**config.mk**
```make
export PLATFORM = sky130hd
export DESIGN_NAME = alu_logic_pipe
export DESIGN_NICKNAME = d
export VERILOG_FILES = /design/src/rtl/alu_logic_pkg.sv /design/src/rtl/alu_logic_pipe_stage.sv /design/src/rtl/alu_logic_pipe.sv
export SDC_FILE = /design/constraint.sdc
export NUM_CORES = 1
export LEC_CHECK = 0
export ABC_CLOCK_PERIOD_IN_PS = 2000
export BUFFER_PORTS_ARGS = -buffer_cell sky130_fd_sc_hd__buf_2
export CAP_MARGIN = 20
export CELL_PAD_IN_SITES_DETAIL_PLACEMENT = 0
export CELL_PAD_IN_SITES_GLOBAL_PLACEMENT = 1
export CORE_AREA = 2 2 145 119
export DETAILED_ROUTE_END_ITERATION = 8
export DIE_AREA = 0 0 147 121
export GPL_TIMING_DRIVEN = 0
export MAX_ROUTING_LAYER = met4
export PLACE_DENSITY_LB_ADDON = 0.12
export SETUP_SLACK_MARGIN = 0.1
export SKIP_LAST_GASP = 1
export SLEW_MARGIN = 10
export SYNTH_ARGS = -nofsm -noshare
export SYNTH_HDL_FRONTEND = slang
export SYNTH_HIERARCHICAL = 1
export SYNTH_SLANG_ARGS = --single-unit
```
**constraint.sdc**
```tcl
create_clock -name clk -period 2 [get_ports clk]
set_input_delay 0.4 -clock clk [delete_from_list [all_inputs] [get_ports clk]]
set_output_delay 0.4 -clock clk [all_outputs]
set_load 0.02 [all_outputs]
```
**src/rtl/alu_logic_pkg.sv**
```systemverilog
// Shared types for the bitwise-logic pipeline: operation encoding and its width.
package alu_logic_pkg;

    localparam int LOGIC_OP_WIDTH = 2;

    typedef enum logic [LOGIC_OP_WIDTH-1:0] {
        LOGIC_AND = 2'b00,
        LOGIC_OR  = 2'b01,
        LOGIC_XOR = 2'b10,
        LOGIC_NOR = 2'b11
    } logic_op_e;

endpackage

```
**src/rtl/alu_logic_pipe_stage.sv**
```systemverilog
// Generic valid/ready register slice with synchronous clear; holds its payload while stalled.
module alu_logic_pipe_stage #(
    parameter int WIDTH = 8
) (
    input  logic             clk,
    input  logic             rst,
    input  logic             flush,
    input  logic             in_valid,
    output logic             in_ready,
    input  logic [WIDTH-1:0] in_data,
    output logic             out_valid,
    input  logic             out_ready,
    output logic [WIDTH-1:0] out_data
);

    logic             valid_q;
    logic [WIDTH-1:0] data_q;
    logic             adv;

    // The slice may load whenever it is empty or its content leaves this cycle;
    // in_ready never looks at in_valid, so no valid->ready path exists.
    assign adv      = !valid_q || out_ready;
    assign in_ready = adv && !flush;

    always_ff @(posedge clk) begin
        if (rst) begin
            valid_q <= 1'b0;
            data_q  <= '0;
        end else if (flush) begin
            valid_q <= 1'b0;
        end else if (adv) begin
            valid_q <= in_valid;
            if (in_valid) begin
                data_q <= in_data;
            end
        end
    end

    assign out_valid = valid_q;
    assign out_data  = data_q;

endmodule

```
**src/rtl/alu_logic_pipe.sv**
```systemverilog
// Two-stage valid/ready pipeline feeding the AND/OR/XOR/NOR ops; result and tag are registered.
// Optional performance counters are built when ALU_LOGIC_PIPE_PERF_EN is defined.
module alu_logic_pipe
    import alu_logic_pkg::*;
#(
    parameter int OPERAND_WIDTH = 32,
    parameter int TAG_WIDTH     = 4
) (
    input  logic                      clk,
    input  logic                      rst,
    input  logic                      flush,
    input  logic                      req_valid,
    output logic                      req_ready,
    input  logic [LOGIC_OP_WIDTH-1:0] req_op,
    input  logic [OPERAND_WIDTH-1:0]  req_lhs,
    input  logic [OPERAND_WIDTH-1:0]  req_rhs,
    input  logic [TAG_WIDTH-1:0]      req_tag,
    output logic                      rsp_valid,
    input  logic                      rsp_ready,
    output logic [OPERAND_WIDTH-1:0]  rsp_result,
`ifdef ALU_LOGIC_PIPE_PERF_EN
    output logic [31:0]               perf_ops,
    output logic [31:0]               perf_stalls,
`endif
    output logic [TAG_WIDTH-1:0]      rsp_tag
);

    typedef struct packed {
        logic_op_e                op;
        logic [OPERAND_WIDTH-1:0] lhs;
        logic [OPERAND_WIDTH-1:0] rhs;
        logic [TAG_WIDTH-1:0]     tag;
    } logic_req_t;

    typedef struct packed {
        logic [OPERAND_WIDTH-1:0] result;
        logic [TAG_WIDTH-1:0]     tag;
    } logic_rsp_t;

    logic_req_t               req_in;
    logic_req_t               s1;
    logic_rsp_t               s2_in;
    logic_rsp_t               s2;
    logic                     s1_valid;
    logic                     s2_valid;
    logic                     s2_in_ready;
    logic [OPERAND_WIDTH-1:0] and_res;
    logic [OPERAND_WIDTH-1:0] or_res;
    logic [OPERAND_WIDTH-1:0] xor_res;
    logic [OPERAND_WIDTH-1:0] nor_res;
    logic [OPERAND_WIDTH-1:0] sel_res;

    // Handshake: a transfer happens on an edge where valid && ready; a producer holding
    // valid must keep its payload stable until that edge, and ready never depends on valid.
    assign req_in = '{op: logic_op_e'(req_op), lhs: req_lhs, rhs: req_rhs, tag: req_tag};

    alu_logic_pipe_stage #(.WIDTH($bits(logic_req_t))) u_stage1 (
        .clk      (clk),
        .rst      (rst),
        .flush    (flush),
        .in_valid (req_valid),
        .in_ready (req_ready),
        .in_data  (req_in),
        .out_valid(s1_valid),
        .out_ready(s2_in_ready),
        .out_data (s1)
    );

    assign and_res = s1.lhs & s1.rhs;
    assign or_res  = s1.lhs | s1.rhs;
    assign xor_res = s1.lhs ^ s1.rhs;
    assign nor_res = ~or_res;

    always_comb begin
        sel_res = and_res;
        case (s1.op)
            LOGIC_AND: sel_res = and_res;
            LOGIC_OR:  sel_res = or_res;
            LOGIC_XOR: sel_res = xor_res;
            LOGIC_NOR: sel_res = nor_res;
            default:   sel_res = and_res;
        endcase
    end

    assign s2_in = '{result: sel_res, tag: s1.tag};

    alu_logic_pipe_stage #(.WIDTH($bits(logic_rsp_t))) u_stage2 (
        .clk      (clk),
        .rst      (rst),
        .flush    (flush),
        .in_valid (s1_valid),
        .in_ready (s2_in_ready),
        .in_data  (s2_in),
        .out_valid(s2_valid),
        .out_ready(rsp_ready),
        .out_data (s2)
    );

    assign rsp_valid  = s2_valid;
    assign rsp_result = s2.result;
    assign rsp_tag    = s2.tag;

`ifdef ALU_LOGIC_PIPE_PERF_EN
    logic [31:0] perf_ops_q;
    logic [31:0] perf_stalls_q;

    // Counters saturate rather than wrap and ignore flush.
    always_ff @(posedge clk) begin
        if (rst) begin
            perf_ops_q    <= '0;
            perf_stalls_q <= '0;
        end else begin
            if (rsp_valid && rsp_ready && (perf_ops_q != 32'hFFFF_FFFF)) begin
                perf_ops_q <= perf_ops_q + 32'd1;
            end
            if (rsp_valid && !rsp_ready && (perf_stalls_q != 32'hFFFF_FFFF)) begin
                perf_stalls_q <= perf_stalls_q + 32'd1;
            end
        end
    end

    assign perf_ops    = perf_ops_q;
    assign perf_stalls = perf_stalls_q;
`endif

endmodule

```
Yosys cells after proc, flatten, opt, wreduce, memory -nomap -nowiden
Cells that the tools add are included.
{ "totals": {"reg_bits": 108, "inputBits": 75, "out_inout_bits": 38, "wordCells": 24} }
{ "op_classes": {"eq_ne": 3, "mux": 1, "n_bitwise": 5, "n_reduce_logical": 11} }
{ "op_table": {"columns": ["operator", "n"], "rows": [
  ["$pmux 32 s4", 1],
  ["$and 32x32->32", 1],
  ["$not 32->32", 1],
  ["$or 32x32->32", 1],
  ["$xor 32x32->32", 1],
  ["$reduce_and 3->1", 2],
  ["$eq 2x2->1 const B", 2],
  ["$logic_not 1->1", 3],
  ["$eq 2x1->1 const B", 1],
  ["$logic_and 1x1->1", 2],
  ["$logic_not 2->1", 1],
  ["$logic_or 1x1->1", 2],
  ["$reduce_or 2->1", 1],
  ["$not 1->1", 1]
]} }

Longest topological paths before layout
{ "logic_depth": {"ltp_word": 5, "ltp_mapped": 7, "mapped_depth_nobuf": 6} }

Cells and area by module
Netlist, hierarchy kept.
{ "by_module_without_submodules": {"columns": ["mod", "instances", "cells_per_inst", "area_each_um2", "seq_area_each_um2"], "rows": [
  ["alu_logic_pipe_stage (u_stage1)", 1, 309, 3245.6, 1421.4],
  ["alu_logic_pipe", 1, 235, 2105.8, 0.0],
  ["alu_logic_pipe_stage (u_stage2)", 1, 162, 1692.9, 740.7]
]} }

Worst setup path before layout
No wires, ideal clock.
{ "synth_path": {"path_kind": "flip-flop to flip-flop", "start": "register u_stage2.valid_q, in the netlist u_stage2/out_valid", "end": "register u_stage1.data_q[0], in the netlist u_stage1/out_data[0]", "setup_ns": 0.072, "arrival_time_ns": 1.397, "required_time_ns": 1.928, "setup_slack_ns": 0.531, "path_stages_with_launch": 8, "path_buffers": 2, "period_less_slack_ns": 1.469, "path_cell_list": "dfxtp_1 nor2b_4 nor2_1 nor2b_4 nor3b_2 buf_6 buf_12 mux2i_1"} }
{ "synth_between": {"elab_chain_cells": 5} }
{ "synth_rtl": {"columns": ["item", "line_no", "rtl"], "rows": [
  ["from (decl)", "alu_logic_pipe_stage.sv:16", "logic valid_q;"],
  ["from (signal assigned)", "alu_logic_pipe_stage.sv:32", "valid_q <= in_valid;"],
  ["$logic_not 1->1", "alu_logic_pipe_stage.sv:22", "assign adv = !valid_q || out_ready;"],
  ["$logic_or 1x1->1", "alu_logic_pipe_stage.sv:22", null],
  ["$logic_and 1x1->1", "alu_logic_pipe_stage.sv:23", "assign in_ready = adv && !flush;"],
  ["named net s2_in_ready", "alu_logic_pipe.sv:46", "logic s2_in_ready;"],
  ["$logic_or 1x1->1", "alu_logic_pipe_stage.sv:22", null],
  ["$reduce_and 3->1 (no source line)", null, null],
  ["to (signal assigned)", "alu_logic_pipe_stage.sv:34", "data_q <= in_data;"],
  ["to (decl)", "alu_logic_pipe_stage.sv:17", "logic [WIDTH-1:0] data_q;"]
]} }
The timed path passes the listed nets, and every way through them passes these cells.
A chain may end at the register's enable or synchronous reset.

Worst setup path after layout
{ "layout_path": {"start": "register u_stage2.valid_q, in the netlist u_stage2/out_valid", "end": "output port req_ready"} }
{ "layout_between": {"elab_chain_cells": 5} }
{ "layout_rtl": {"columns": ["item", "line_no", "rtl"], "rows": [
  ["$logic_not 1->1", "alu_logic_pipe_stage.sv:22", null],
  ["$logic_or 1x1->1", "alu_logic_pipe_stage.sv:22", null],
  ["$logic_and 1x1->1", "alu_logic_pipe_stage.sv:23", null],
  ["named net s2_in_ready", "alu_logic_pipe.sv:46", null],
  ["$logic_or 1x1->1", "alu_logic_pipe_stage.sv:22", null],
  ["$logic_and 1x1->1", "alu_logic_pipe_stage.sv:23", null],
  ["to (decl)", "alu_logic_pipe.sv:13", "output logic req_ready,"]
]} }
The timed path passes the listed nets, and every way through them passes these cells.

==> out/qor.csv <==
metric,value,unit
outcome,finished clean,
number of setup buffers added after CTS,0,
data required time at the worst endpoint,1.60,ns
Setup Total Neg Slack,0,ns
setup repair after global routing missed its margin,false,
"leading cell type in the layout, fill and taps excluded",sky130_fd_sc_hd__nand2b_1,
TritonCTS Buffers,9,
top-level I/O count,113,
kind of end point of the critical path,output pin,
Total Die Area,17790,sq um
effective utilization at floorplan,0.4324,
crit-path leading delay family,simple AND/OR/NAND/NOR gates,
post-synthesis instance area,7044,sq um
Detail Route Antenna Nets,0,
setup skew after layout,0.007843,ns
layout cells sized above 1,0.1873,
clock-pin slew on the worst setup and hold paths,0.07,ns
via count of the routed design,4839,
number of sinks handled by clock tree synthesis,108,
detailed router's first-iteration violation count,166,
core area,16290,sq um
Mapped Cells,706,
average wire length per cell after detail routing,14.76,um
final weighted congestion of routability-driven global placement,0.7283,
number of max-cap violations,0,
critical register-to-register path startpoint,u_stage2/out_valid,
Crit Path Category,reg -> out,
fraction of the yosys area taken by sequential cells,0.3069,
wire length of the first global-routing pass,25.43,mm
number of cell rows,42,
final count of negative-setup-slack endpoints,0,
count of buffering cells on the critical path with inverters included,1,
grt total ovfl,0,
maximum clock frequency,0.6041,GHz
net count after synthesis,845,
CTS Hold Buffers Added,0,
global-route usage over all layers,0.1880,
vias per std cell,4.595,
YS warnings,6,
height of the die,121,um
number of distinct standard cells referenced by the synthesized netlist,17,
worst endpoint data arrival time,1.26,ns
total routed wirelength,15.54,mm
Worst Max-Slew Pin Slew,0.5027,ns
cell area after layout,8210,sq um
number of cells on the worst hold path,3,
portion of the clock cycle consumed by the worst path in the final layout,0.8276,
Root Driver,sky130_fd_sc_hd__clkbuf_16,
maximum ir drop on the vdd rail,0.3792,mV
"commonest non-fill, non-tap cells in the layout","sky130_fd_sc_hd__nand2b_1, sky130_fd_sc_hd__mux2i_1, sky130_fd_sc_hd__buf_2",
number of global-route vias before repair,5051,
detailed placement HPWL,11.41,mm
depth of the worst register-to-register path,7,
number of antenna violations at the first check in global routing,0,
layout net count,967,
number of flip-flops and latches in the synthesized netlist,108,
worst setup path endpoint,req_ready,
slack of the worst reg-to-reg path,0.38,ns
length of the first detailed-routing pass in iterations,4,
power density cells,620.7,nW/um^2
Reg2Reg Capture Point,u_stage1/out_data[55],
count of pins over their slew limit,0,
chain of cells forming the critical path,nor2b_4 > nor2_1 > nor2b_4 > nor2_1 > buf_2,
largest incremental delay on the critical path,0.31,ns
Die W,147,um
class of the tightest hold or removal check,in -> reg,
Setup crit start,u_stage2/out_valid,
Crit-path slowest cell,sky130_fd_sc_hd__dfxtp_1,
Worst path depth,5,
Mapped Avg Cell Area,9.978,sq um
final hold violation count,0,
Clock H-tree levels,3,
headroom to the max-slew limit,0.6649,
post-cts sizing count,0,
startpoint of the worst hold path,req_lhs[29],
crit path time final,1.655,ns
count of inserted antenna diode cells,0,
static power due to leakage,3.375,nW
launching element type of the critical path,flip-flop,
largest net degree at the start of global routing,18,
drt drc,0,
maximum clock insertion buffer count,2,
largest driver fanout on the critical path,3,
CTS tree,built,
number of buffers inserted by port buffering,111,
placed cell area,7875,sq um
Skew-Pair Late Insertion Delay,0.36,ns
area grow syn2layout,16.55,%
## layout make-up
type                       count  area (sq um)
buffer                        46         455.4
clock buffer                  11         252.7
clock inverter                 5         82.58
fill                        1547          8080
inverter                      64         240.2
multi-input combinational    488          4187
sequential                   108          2162
tap                          220         275.3
timing repair buffer         111         555.5
## synthesized netlist by cell type
master                     instances  area, sq um
sky130_fd_sc_hd__buf_12           14        280.3
sky130_fd_sc_hd__clkbuf_1         21        78.83
sky130_fd_sc_hd__nor2b_4           2        27.53
sky130_fd_sc_hd__xor2_1           32        280.3
sky130_fd_sc_hd__clkbuf_4          1        7.510
sky130_fd_sc_hd__nor3b_2           2        25.02
sky130_fd_sc_hd__buf_2             4        20.02
sky130_fd_sc_hd__buf_6             3        33.78
sky130_fd_sc_hd__nand2b_1        212         1326
sky130_fd_sc_hd__clkbuf_2          1        5.000
sky130_fd_sc_hd__nor2_1            4        15.01
sky130_fd_sc_hd__buf_8             2        30.03
sky130_fd_sc_hd__nor3_1            2        10.01
sky130_fd_sc_hd__mux2i_1         170         1702
sky130_fd_sc_hd__dfxtp_1         108         2162
sky130_fd_sc_hd__inv_1            64        240.2
sky130_fd_sc_hd__ha_1             64        800.8
## routing by layer
metal	routed length, um	up-vias	global-route usage	part of all wire
met5	0	-	-	0
met4	263	0	0.05589	0.017
met3	548	20	0.03571	0.035
met2	7134	83	0.3163	0.46
met1	7592	2251	0.2316	0.49
li1	-	2485	-	-
## report_power, final
| part | internal [mW] | switching [mW] | leakage (nW) |
|---|---|---|---|
| registers | 2.23 | 0.0602 | 0.879 |
| clock network | 1.17 | 0.847 | 0.166 |
| logic | 0.409 | 0.381 | 2.33 |
| total | 3.81 | 1.29 | 3.38 |
## worst min-delay path, stage by stage
cell	delay [ns]
sky130_fd_sc_hd__buf_2	0.09
sky130_fd_sc_hd__nand2b_1	0.05
sky130_fd_sc_hd__mux2i_1	0.06
## through the flow
stage | hold slack, ns | power, mW | setup slack, ns | cells | util
after CTS | 0.2788 | 5.185 | 0.3133 | 1053 | 0.5040
after global placement | 0.4560 | 3.110 | 0.2651 | 1037 | 0.4834
after floorplan | 0.4478 | 2.903 | 0.5314 | 706 | -
final | 0.2941 | 5.096 | 0.3448 | 1053 | 0.5040
after global routing | 0.2896 | 5.351 | 0.2536 | 1053 | 0.5040
after detailed placement | 0.4574 | 3.141 | 0.2459 | 1037 | 0.4834
## kinds of logic after synthesis
| group | count (synthesis) | share of synthesized area |
|---|---|---|
| fa+ha+maj | 64 | 0.1137 |
| xor+xnor | 32 | 0.03979 |
| simple gates | 222 | 0.1993 |
| buf+inv | 110 | 0.09876 |
| mux | 170 | 0.2416 |
| flops | 108 | 0.3069 |
## flip-flops by register name, indices dropped and copies added, names as in the netlist
signal,flops
u_stage1/out_valid,1
u_stage2/out_data,36
u_stage1/out_data,70
u_stage2/out_valid,1
## how the worst min path moves through the flow
stage,to
after detailed placement,u_stage2/out_data[1]
final,u_stage1/out_data[65]
after CTS,u_stage1/out_data[65]
after floorplan,u_stage1/out_data[68]
after global placement,u_stage2/out_data[1]
after global routing,u_stage1/out_data[40]
(Power assumes the default switching activity.)
